==> src/rtl/alu_pkg.sv <==
// ---------------------------------------------------------------------------
// alu_pkg
// Shared definitions for the ALU arbiter slice.
//   - ALU op-code values driven on alu_control
//   - arbiter FSM state encoding
//   - bit positions of the N/Z/C/V flags inside the 4-bit flag vectors
// No ports; imported by alu_arbiter and alu_rr_arb.
// ---------------------------------------------------------------------------
package alu_pkg;

   localparam logic [2:0] OP_ZERO = 3'd0;
   localparam logic [2:0] OP_ADD  = 3'd1;
   localparam logic [2:0] OP_SUB  = 3'd2;
   localparam logic [2:0] OP_AND  = 3'd3;
   localparam logic [2:0] OP_OR   = 3'd4;
   localparam logic [2:0] OP_XOR  = 3'd5;
   localparam logic [2:0] OP_SHL  = 3'd6;
   localparam logic [2:0] OP_ONE  = 3'd7;

   typedef enum logic [1:0] {
      IDLE = 2'd0,
      EXEC = 2'd1,
      RESP = 2'd2
   } state_e;

   localparam int unsigned FLAG_N = 3;
   localparam int unsigned FLAG_Z = 2;
   localparam int unsigned FLAG_C = 1;
   localparam int unsigned FLAG_V = 0;

endpackage

==> src/rtl/alu_rr_arb.sv <==
// ---------------------------------------------------------------------------
// alu_rr_arb
// Two-way grant selection for the shared ALU.
// Default build: round-robin. When both ports request, the port that did not
// win last time is granted; last_grant resets to 1 so port 0 wins first.
// With ALU_ARB_PRIO_EN defined: fixed priority, port 0 always wins and the
// last_grant history is not kept.
// Ports:
//   clk, rst       clock, asynchronous active-low reset
//   valid0/valid1  request pending on port 0 / port 1
//   take           a grant is being consumed this cycle (updates history)
//   gnt            granted port index (only meaningful when a valid is high)
// ---------------------------------------------------------------------------
module alu_rr_arb
   import alu_pkg::*;
(
   input  logic clk,
   input  logic rst,
   input  logic valid0,
   input  logic valid1,
   input  logic take,
   output logic gnt
);

`ifdef ALU_ARB_PRIO_EN

   // Port 1 is chosen only when port 0 is idle.
   assign gnt = ~valid0;

`else

   logic last_q;

   always_comb begin
      gnt = 1'b0;
      if (valid0 && valid1) begin
         gnt = ~last_q;
      end else if (valid1) begin
         gnt = 1'b1;
      end
   end

   always_ff @(posedge clk or negedge rst) begin
      if (!rst) begin
         last_q <= 1'b1;
      end else if (take) begin
         last_q <= gnt;
      end
   end

`endif

endmodule

==> src/rtl/alu_arbiter.sv <==
// ---------------------------------------------------------------------------
// alu_arbiter
// Shares one external combinational ALU between two requesters.
// Flow: IDLE (grant + latch operands) -> EXEC (ALU settles, capture result)
//       -> RESP (hold response until the granted port accepts it).
// Build option: ALU_ARB_PRIO_EN selects fixed priority (port 0) instead of
// round-robin arbitration.
// Parameters: DATA_W (must be 32, the ALU width), CNT_W (completion counters)
// Ports:
//   clk, rst                     clock, asynchronous active-low reset
//   reqN_valid/ready             command handshake, port N
//   reqN_op/a/b/shamt            command payload, port N
//   rspN_valid/ready             response handshake, port N
//   rsp_data, rsp_flags          captured result and {n,z,c,v} (shared)
//   alu_a/b/control/shamt        registered ALU inputs
//   alu_out, alu_n/z/c/v         ALU result and flags
//   nzcv                         flags of the most recent completed op
//   cnt0, cnt1                   saturating completed-op counters
//   busy                         high whenever the FSM is not in IDLE
// ---------------------------------------------------------------------------
module alu_arbiter
   import alu_pkg::*;
#(
   parameter int unsigned DATA_W = 32,
   parameter int unsigned CNT_W  = 16
) (
   input  logic              clk,
   input  logic              rst,
   input  logic              req0_valid,
   output logic              req0_ready,
   input  logic [2:0]        req0_op,
   input  logic [DATA_W-1:0] req0_a,
   input  logic [DATA_W-1:0] req0_b,
   input  logic [2:0]        req0_shamt,
   input  logic              req1_valid,
   output logic              req1_ready,
   input  logic [2:0]        req1_op,
   input  logic [DATA_W-1:0] req1_a,
   input  logic [DATA_W-1:0] req1_b,
   input  logic [2:0]        req1_shamt,
   output logic              rsp0_valid,
   input  logic              rsp0_ready,
   output logic              rsp1_valid,
   input  logic              rsp1_ready,
   output logic [DATA_W-1:0] rsp_data,
   output logic [3:0]        rsp_flags,
   output logic [DATA_W-1:0] alu_a,
   output logic [DATA_W-1:0] alu_b,
   output logic [2:0]        alu_control,
   output logic [2:0]        alu_shamt,
   input  logic [DATA_W-1:0] alu_out,
   input  logic              alu_n,
   input  logic              alu_z,
   input  logic              alu_c,
   input  logic              alu_v,
   output logic [3:0]        nzcv,
   output logic [CNT_W-1:0]  cnt0,
   output logic [CNT_W-1:0]  cnt1,
   output logic              busy
);

   localparam logic [CNT_W-1:0] CntMax = {CNT_W{1'b1}};

   state_e            state_q, state_d;
   logic              gnt_q, gnt_d;
   logic [DATA_W-1:0] alu_a_q, alu_a_d;
   logic [DATA_W-1:0] alu_b_q, alu_b_d;
   logic [2:0]        alu_ctl_q, alu_ctl_d;
   logic [2:0]        alu_sh_q, alu_sh_d;
   logic [DATA_W-1:0] rsp_data_q, rsp_data_d;
   logic [3:0]        rsp_flags_q, rsp_flags_d;
   logic [3:0]        nzcv_q, nzcv_d;
   logic [CNT_W-1:0]  cnt0_q, cnt0_d;
   logic [CNT_W-1:0]  cnt1_q, cnt1_d;

   logic              arb_gnt;
   logic              take;
   logic              rsp_hs;
   logic [3:0]        alu_flags;

   assign alu_flags[FLAG_N] = alu_n;
   assign alu_flags[FLAG_Z] = alu_z;
   assign alu_flags[FLAG_C] = alu_c;
   assign alu_flags[FLAG_V] = alu_v;

   // The arbiter always points at a valid port when any port is valid, so a
   // handshake happens whenever IDLE sees at least one request.
   assign take = (state_q == IDLE) && (req0_valid || req1_valid);

   alu_rr_arb u_arb (
      .clk    (clk),
      .rst    (rst),
      .valid0 (req0_valid),
      .valid1 (req1_valid),
      .take   (take),
      .gnt    (arb_gnt)
   );

   assign req0_ready = (state_q == IDLE) && req0_valid && !arb_gnt;
   assign req1_ready = (state_q == IDLE) && req1_valid &&  arb_gnt;

   assign rsp0_valid = (state_q == RESP) && !gnt_q;
   assign rsp1_valid = (state_q == RESP) &&  gnt_q;
   assign rsp_hs     = gnt_q ? rsp1_ready : rsp0_ready;

   assign busy        = (state_q != IDLE);
   assign rsp_data    = rsp_data_q;
   assign rsp_flags   = rsp_flags_q;
   assign nzcv        = nzcv_q;
   assign alu_a       = alu_a_q;
   assign alu_b       = alu_b_q;
   assign alu_control = alu_ctl_q;
   assign alu_shamt   = alu_sh_q;
   assign cnt0        = cnt0_q;
   assign cnt1        = cnt1_q;

   always_comb begin
      state_d     = state_q;
      gnt_d       = gnt_q;
      alu_a_d     = alu_a_q;
      alu_b_d     = alu_b_q;
      alu_ctl_d   = alu_ctl_q;
      alu_sh_d    = alu_sh_q;
      rsp_data_d  = rsp_data_q;
      rsp_flags_d = rsp_flags_q;
      nzcv_d      = nzcv_q;
      cnt0_d      = cnt0_q;
      cnt1_d      = cnt1_q;

      case (state_q)
         IDLE: begin
            if (take) begin
               gnt_d     = arb_gnt;
               alu_a_d   = arb_gnt ? req1_a     : req0_a;
               alu_b_d   = arb_gnt ? req1_b     : req0_b;
               alu_ctl_d = arb_gnt ? req1_op    : req0_op;
               alu_sh_d  = arb_gnt ? req1_shamt : req0_shamt;
               state_d   = EXEC;
            end
         end
         EXEC: begin
            rsp_data_d  = alu_out;
            rsp_flags_d = alu_flags;
            nzcv_d      = alu_flags;
            state_d     = RESP;
         end
         RESP: begin
            if (rsp_hs) begin
               if (gnt_q) begin
                  if (cnt1_q != CntMax) cnt1_d = cnt1_q + CNT_W'(1);
               end else begin
                  if (cnt0_q != CntMax) cnt0_d = cnt0_q + CNT_W'(1);
               end
               state_d = IDLE;
            end
         end
         default: state_d = IDLE;
      endcase
   end

   always_ff @(posedge clk or negedge rst) begin
      if (!rst) begin
         state_q     <= IDLE;
         gnt_q       <= 1'b0;
         alu_a_q     <= '0;
         alu_b_q     <= '0;
         alu_ctl_q   <= '0;
         alu_sh_q    <= '0;
         rsp_data_q  <= '0;
         rsp_flags_q <= '0;
         nzcv_q      <= '0;
         cnt0_q      <= '0;
         cnt1_q      <= '0;
      end else begin
         state_q     <= state_d;
         gnt_q       <= gnt_d;
         alu_a_q     <= alu_a_d;
         alu_b_q     <= alu_b_d;
         alu_ctl_q   <= alu_ctl_d;
         alu_sh_q    <= alu_sh_d;
         rsp_data_q  <= rsp_data_d;
         rsp_flags_q <= rsp_flags_d;
         nzcv_q      <= nzcv_d;
         cnt0_q      <= cnt0_d;
         cnt1_q      <= cnt1_d;
      end
   end

endmodule
==> config.mk <==
export PLATFORM = sky130hd
export DESIGN_NAME = alu_arbiter
export DESIGN_NICKNAME = d
export VERILOG_FILES = /design/src/rtl/alu_pkg.sv /design/src/rtl/alu_rr_arb.sv /design/src/rtl/alu_arbiter.sv
export SDC_FILE = /design/constraint.sdc
export NUM_CORES = 1
export LEC_CHECK = 0
export BUFFER_PORTS_ARGS = -buffer_cell sky130_fd_sc_hd__clkbuf_2
export CAP_MARGIN = 15
export CORE_UTILIZATION = 36
export DETAILED_ROUTE_END_ITERATION = 16
export HOLD_SLACK_MARGIN = 0.02
export PLACE_DENSITY = 0.64
export SLEW_MARGIN = 5
export SYNTH_ARGS = -nofsm -noshare
export SYNTH_HDL_FRONTEND = slang
export SYNTH_HIERARCHICAL = 1
export SYNTH_SLANG_ARGS = --single-unit
==> constraint.sdc <==
create_clock -name clk -period 2 [get_ports clk]
set_input_delay 0.2 -clock clk [delete_from_list [all_inputs] [get_ports clk]]
set_output_delay 0.2 -clock clk [all_outputs]
set_load 0.005 [all_outputs]
==> impl_metrics.csv, run 1 <==
group,metric,value,unit
yosys,synth_top_area_cell,"dfrtp_1",
timing,setup_tns,0,ns
yosys,synth.top_cell.area_share,55.74,%
yosys,async_reset_ff_share,100.0,%
global_route,first_global_vias,5456,
floorplanning,die_h,134.6,um
power_and_ir_drop,powerDensity,1370,nW/um^2
cells_and_area,fillers,1512,
cells_and_area,final_common_cell,"clkbuf_2",
setup_path,reg2reg_depth,5,
cells_and_area,mostFrequentLayoutCells,"clkbuf_2, dfrtp_1, nor2_1",
setup_path,worstSetupPathType,"flop to flop",
setup_path,critPathRequiredTime,2.30,ns
clock_network,ctsHoldBuffers,36,
timing,finalMaxSlewViolations,0,
timing,min_period_over_period,90.86,%
timing,timing_hold_violations_final,0,
clock_network,cts-root-buf,"clkbuf_16",
yosys,ys.flop_type,"dfrtp_1",
yosys,synth_area,6330,um^2
timing,rsz0062_at_grt,"no",
clock_network,cts_made_buffers,17,
timing,setup_viol,0,
drt,ant_nets,0,
power_and_ir_drop,power_leakage,4.807,nW
drt,drt_iter0_drc,180,
timing,worst_slew_pin_slew,0.5742,ns
drt,wl_met1,7048,um
cells_and_area,drive_above_1_share,46.94,%
cells_and_area,fin_cells,1156,
floorplanning,coreArea,17240,um^2
power_and_ir_drop,peakVddDrop,0.6960,mV
global_route,track_usage,19.27,%
placement,dp_cells,1091,
drt,dr_total_vias,5444,
drt,avgViaCountPerCell,4.709,
cells_and_area,design_area,9424,um^2
drt,wire_per_inst,15.05,um
yosys,seq_area_frac_synth,56.16,%
placement,hpwl,13010,um
floorplanning,dieArea,18120,um^2
setup_path,slowest_stage,"dfrtp_1",
cells_and_area,utilization,54.67,%
yosys,postSynthAreaPerCell,11.57,um^2
drt,drc,0,
clock_network,cts_tree,"yes",
clock_network,clockBufferDepth,2,
clock_network,cts_setup_buffers,0,
setup_path,crit_path_end_kind,"flop",
timing,period_needed,1.817,ns
drt,drt_pass1_iterations,6,
global_route,grt_max_degree,49,
setup_path,slowest_delay,0.43,ns
global_route,grt_pass1_wl,26720,um
timing,clock.fmax,550.3,MHz
yosys,yosys_warnings,6,
drt,met3WireLength,1455,um
clock_network,clkSinkCount,142,
worst_hold_path,holdPathStages,2,
placement,post_dp_cell_area,8399,um^2
floorplanning,core.rowCount,48,
yosys,synthCells,547,
global_route,grt_overflow_total,0,
drt,top_layer_used,"met4",
placement,gp_congestion,0.7923,
global_route,antenna_found_initial,0,
yosys,synth.distinct_cells,37,
timing,worst_hold_slack,0.04389,ns
floorplanning,die_x,134.6,um
drt,routed_wl,17400,um
timing,relSlewSlack,61.43,%
cells_and_area,n_antenna_cell,0,
timing,fin_skew,0.006955,ns
yosys,syn_nets,731,
placement,portBuffers,328,
setup_path,crit_chain,"ha_1, and4_1, and4bb_2, nor2_1, mux2_2",
cells_and_area,area_growth,48.88,%
cells_and_area,fin_nets,1105,
setup_path,arrival,2.12,ns
setup_path,crit_path_max_fanout,11,
floorplanning,initial_core_util,36.72,%
floorplanning,num_io_pins,329,
yosys,synth_seq_cells,142,
worst_hold_path,min_path_type,"input port to flop",
status,status,"completed",
yosys,synthTopCellsByArea,"dfrtp_1, mux2i_1, mux2_2",
setup_path,start_kind,"flop",
drt,wl_met2,8543,um
clock_network,htree_levels,4,
run,cap_violations,0,
clock_network,clk_latency,0.41,ns
yosys,synth_edf_count,0,
clock_network,clk_pin_slew_worst_paths,0.06,ns
clock_network,ctsResizeCount,0,
[final cells by class]
cell class	instances	area, um^2	share of cell area [%]
Sequential cell	142	3555	37.72
Multi-Input combinational cell	367	2609	27.68
Timing Repair Buffer	390	2303	24.44
Clock buffer	19	452.9	4.806
Tap cell	225	281.5	2.987
Clock inverter	10	211.5	2.244
Inverter	3	11.26	0.1195
[path summary, 6_finish.rpt]
path | from | end | slack, ns
min reg2reg | rsp_data[2]$_DFFE_PN0N_ | rsp_data[2]$_DFFE_PN0N_ | 0.50
max in group asynchronous | rst | alu_b[30]$_DFFE_PN0P_ | 1.09
max reg2reg | cnt1[0]$_DFFE_PN0P_ | cnt1[1]$_DFFE_PN0P_ | 0.18
min | alu_out[24] | rsp_data[24]$_DFFE_PN0N_ | 0.04
max | cnt1[0]$_DFFE_PN0P_ | cnt1[1]$_DFFE_PN0P_ | 0.18
min in group asynchronous | rst | cnt0[13]$_DFFE_PN0P_ | 0.31
[sequential cells by signal, indices dropped and copies added, names as in the netlist]
name / flops
alu_a: 32
alu_b: 32
rsp_data: 32
cnt0: 16
cnt1: 16
nzcv: 4
alu_control: 3
alu_shamt: 3
state_q: 2
gnt_q: 1
u_arb/last_q: 1
[synthesized netlist by cell type, types with 2 or more instances]
cell	count
nand2_1	12
nor4_1	7
nor2_2	2
o311ai_0	2
dfrtp_1	141
or2_2	3
clkbuf_1	11
nor2_1	79
mux2i_1	70
nor4b_1	2
buf_4	4
buf_2	19
nand2b_1	2
xnor2_1	4
and4_1	2
inv_1	3
mux2_2	40
a21oi_1	71
nand3_1	5
o21ai_0	2
nand4_1	8
and4bb_2	2
ha_1	2
xor2_1	24
and3_1	4
nor3_1	12
nor3b_1	4
[power breakdown]
part	total (mW)	leakage (nW)	switching (mW)	internal, mW
clock	3.61	0.325	1.21	2.39
sequential	4.80	1.67	0.722	4.07
combinational	4.51	2.81	2.18	2.34
[per-layer routing]
| metal | vias up | global-route usage [%] |
|---|---|---|
| met3 | 29 | 6.982 |
| met1 | 2540 | 22.07 |
| met5 | - | 0 |
| li1 | 2663 | - |
| met2 | 212 | 32.84 |
| met4 | 0 | 7.366 |
[through the flow]
stage / power [mW] / worst slack [ns]
after floorplan: 7.177 / 0.1659
final: 12.91 / 0.1828
after global placement: 9.226 / 0.2121
after detailed placement: 9.346 / 0.1883
after global routing: 13.75 / 0.08800
after CTS: 13.08 / 0.1765
[logic make-up (layout without fill, tap and decap cells)]
logic type / after synthesis / in the layout / synth area share (%)
xor gates and xnor gates: 28 / 28 / 3.874
adders and majority gates: 2 / 2 / 0.3953
AOI/OAI and AO/OA: 78 / 78 / 6.464
muxes: 111 / 111 / 18.42
DFF: 142 / 142 / 56.16
buffers and inverters: 38 / 422 / 2.866
and+or+nand+nor: 148 / 148 / 11.82
[worst max-delay path: cells and delay by family (launching register included)]
kind	cells	cell delay (ns)
adder cells (fa/ha/maj)	1	0.24
multiplexers	1	0.35
flip-flops	1	0.43
AND/OR/NAND/NOR	3	0.67
(Power assumes the default switching activity.)
==> run 2: changes to the inputs <==
==> constraint.sdc (replaced) <==
create_clock -name clk -period 1.81 [get_ports clk]
set_input_delay 0.181 -clock clk [delete_from_list [all_inputs] [get_ports clk]]
set_output_delay 0.181 -clock clk [all_outputs]
set_load 0.005 [all_outputs]
==> impl_metrics.csv, run 2 (synthesis results as in run 1) <==
group,metric,value,unit
drt,wire_per_inst,14.94,um
setup_path,r2r-end,"cnt1[13]$_DFFE_PN0P_",
timing,relSlewSlack,72.60,%
run,cap_violations,0,
setup_path,arrival,2.06,ns
setup_path,reg2reg_depth,4,
clock_network,cts_tree,"yes",
drt,routed_wl,17390,um
setup_path,slowest_delay,0.58,ns
clock_network,htree_levels,4,
floorplanning,die_x,134.6,um
power_and_ir_drop,peakVddDrop,0.7079,mV
global_route,antenna_found_initial,0,
power_and_ir_drop,power_leakage,4.810,nW
cells_and_area,n_antenna_cell,0,
clock_network,clockBufferDepth,2,
cells_and_area,mostFrequentLayoutCells,"clkbuf_2, dfrtp_1, nor2_1",
floorplanning,dieArea,18120,um^2
setup_path,crit_chain,"nand4b_1, or4_4, and4bb_2, xor2_1",
worst_hold_path,min_path_type,"input port to flop",
timing,finalMaxSlewViolations,0,
global_route,grt_max_degree,45,
worst_hold_path,hold_end,"alu_a[6]$_DFFE_PN0P_",
timing,setup_viol,0,
clock_network,cts_setup_buffers,0,
placement,hpwl,12800,um
floorplanning,core.rowCount,48,
timing,worst_slew_pin_slew,0.4058,ns
floorplanning,initial_core_util,36.72,%
floorplanning,coreArea,17240,um^2
cells_and_area,fin_nets,1111,
clock_network,clkSinkCount,142,
drt,drc,0,
clock_network,cts_made_buffers,17,
drt,drt_pass1_iterations,4,
timing,setup_ws,0.08545,ns
power_and_ir_drop,total_power,13.94,mW
timing,setup_tns,0,ns
setup_path,critPathRequiredTime,2.15,ns
cells_and_area,final_common_cell,"clkbuf_2",
timing,timing_hold_violations_final,0,
setup_path,slowest_stage,"or4_4",
drt,ant_nets,0,
placement,post_dp_cell_area,8462,um^2
setup_path,r2r_start,"state_q[0]$_DFFE_PN0P_",
setup_path,crit_path_max_fanout,5,
floorplanning,num_io_pins,329,
cells_and_area,area_growth,49.22,%
drt,dr_total_vias,5469,
clock_network,clk_latency,0.41,ns
setup_path,worstSetupPathType,"flop to flop",
timing,rsz0062_at_grt,"yes",
cells_and_area,design_area,9445,um^2
global_route,first_global_vias,5240,
setup_path,crit_path_end_kind,"flop",
drt,drt_iter0_drc,152,
global_route,track_usage,19.40,%
worst_hold_path,hold_start,"req0_a[6]",
setup_path,reg2reg_slack,0.09,ns
global_route,grt_pass1_wl,27010,um
cells_and_area,drive_above_1_share,47.39,%
clock_network,cts-root-buf,"clkbuf_16",
timing,period_needed,1.725,ns
setup_path,start_kind,"flop",
placement,dp_slack,0.09152,ns
worst_hold_path,holdPathStages,3,
drt,avgViaCountPerCell,4.698,
timing,clock.fmax,579.9,MHz
clock_network,clk_pin_slew_worst_paths,0.06,ns
timing,min_period_over_period,95.28,%
floorplanning,die_h,134.6,um
placement,portBuffers,328,
timing,fin_skew,0.009273,ns
placement,gp_congestion,0.7702,
status,status,"completed",
power_and_ir_drop,powerDensity,1476,nW/um^2
global_route,grt_overflow_total,0,
==> run 2: worst max-delay path by stage <==
stage | slack [ns] | start | depth (start not counted) | endpoint
2_1_floorplan | 0.02 | cnt1[0]$_DFFE_PN0P_ | 6 | cnt1[1]$_DFFE_PN0P_
3_3_place_gp | 0.1 | state_q[0]$_DFFE_PN0P_ | 4 | cnt1[13]$_DFFE_PN0P_
3_5_place_dp | 0.09 | gnt_q$_DFFE_PN0P_ | 4 | cnt0[13]$_DFFE_PN0P_
4_1_cts | 0.04 | u_arb/last_q$_DFFE_PN1P_ | 5 | req1_ready
5_1_grt | -0.04 | cnt1[0]$_DFFE_PN0P_ | 6 | cnt1[3]$_DFFE_PN0P_
6_report | 0.09 | state_q[0]$_DFFE_PN0P_ | 4 | cnt1[13]$_DFFE_PN0P_
==> run 2: worst max-delay path: cells and delay by family, from the launching register on <==
kind,cells,cell delay (ns)
flip-flops,1,0.41
XOR/XNOR,1,0.14
AND/OR/NAND/NOR,3,1.10
==> run 2: power by group <==
part | internal (mW) | switching, mW | total (mW)
clock network | 2.19 | 1.31 | 3.50
logic | 2.69 | 2.49 | 5.17
registers | 4.50 | 0.762 | 5.26
total | 9.38 | 4.56 | 13.9
==> run 2: final cells by class <==
cell class | count | area, um^2
clock inverters | 11 | 142.6
inverters | 3 | 11.26
fillers | 1542 | 7791
well taps | 225 | 281.5
clock buffers | 20 | 446.7
flip-flops and latches | 142 | 3555
multi-input cells | 367 | 2625
repair buffers | 396 | 2384
==> run 2: metrics by stage <==
| step | hold WS, ns | utilization (%) | cells |
|---|---|---|---|
| floorplan | -0.1146 | - | 547 |
| detailed placement | 0.1166 | 49.09 | 1096 |
| CTS | 0.03946 | 54.67 | 1164 |
| global placement | 0.1205 | 49.09 | 1096 |
| global route | 0.05412 | 54.80 | 1164 |
| finish | 0.06250 | 54.80 | 1164 |
==> run 2: repair_timing <==
item / CTS / global route
hold buffers: 37 / 0
hold endpoints to repair: 73 / 0
setup endpoints to repair: 1 / 6
resized for setup: 1 / 5
==> run 2: routing by layer <==
layer	up-vias	part of all wire [%]	GRT usage [%]
met3	11	7.8	6.794
met2	198	50	33.42
met5	-	0	0
met4	0	1.1	6.679
li1	2678	-	-
met1	2582	41	22.38
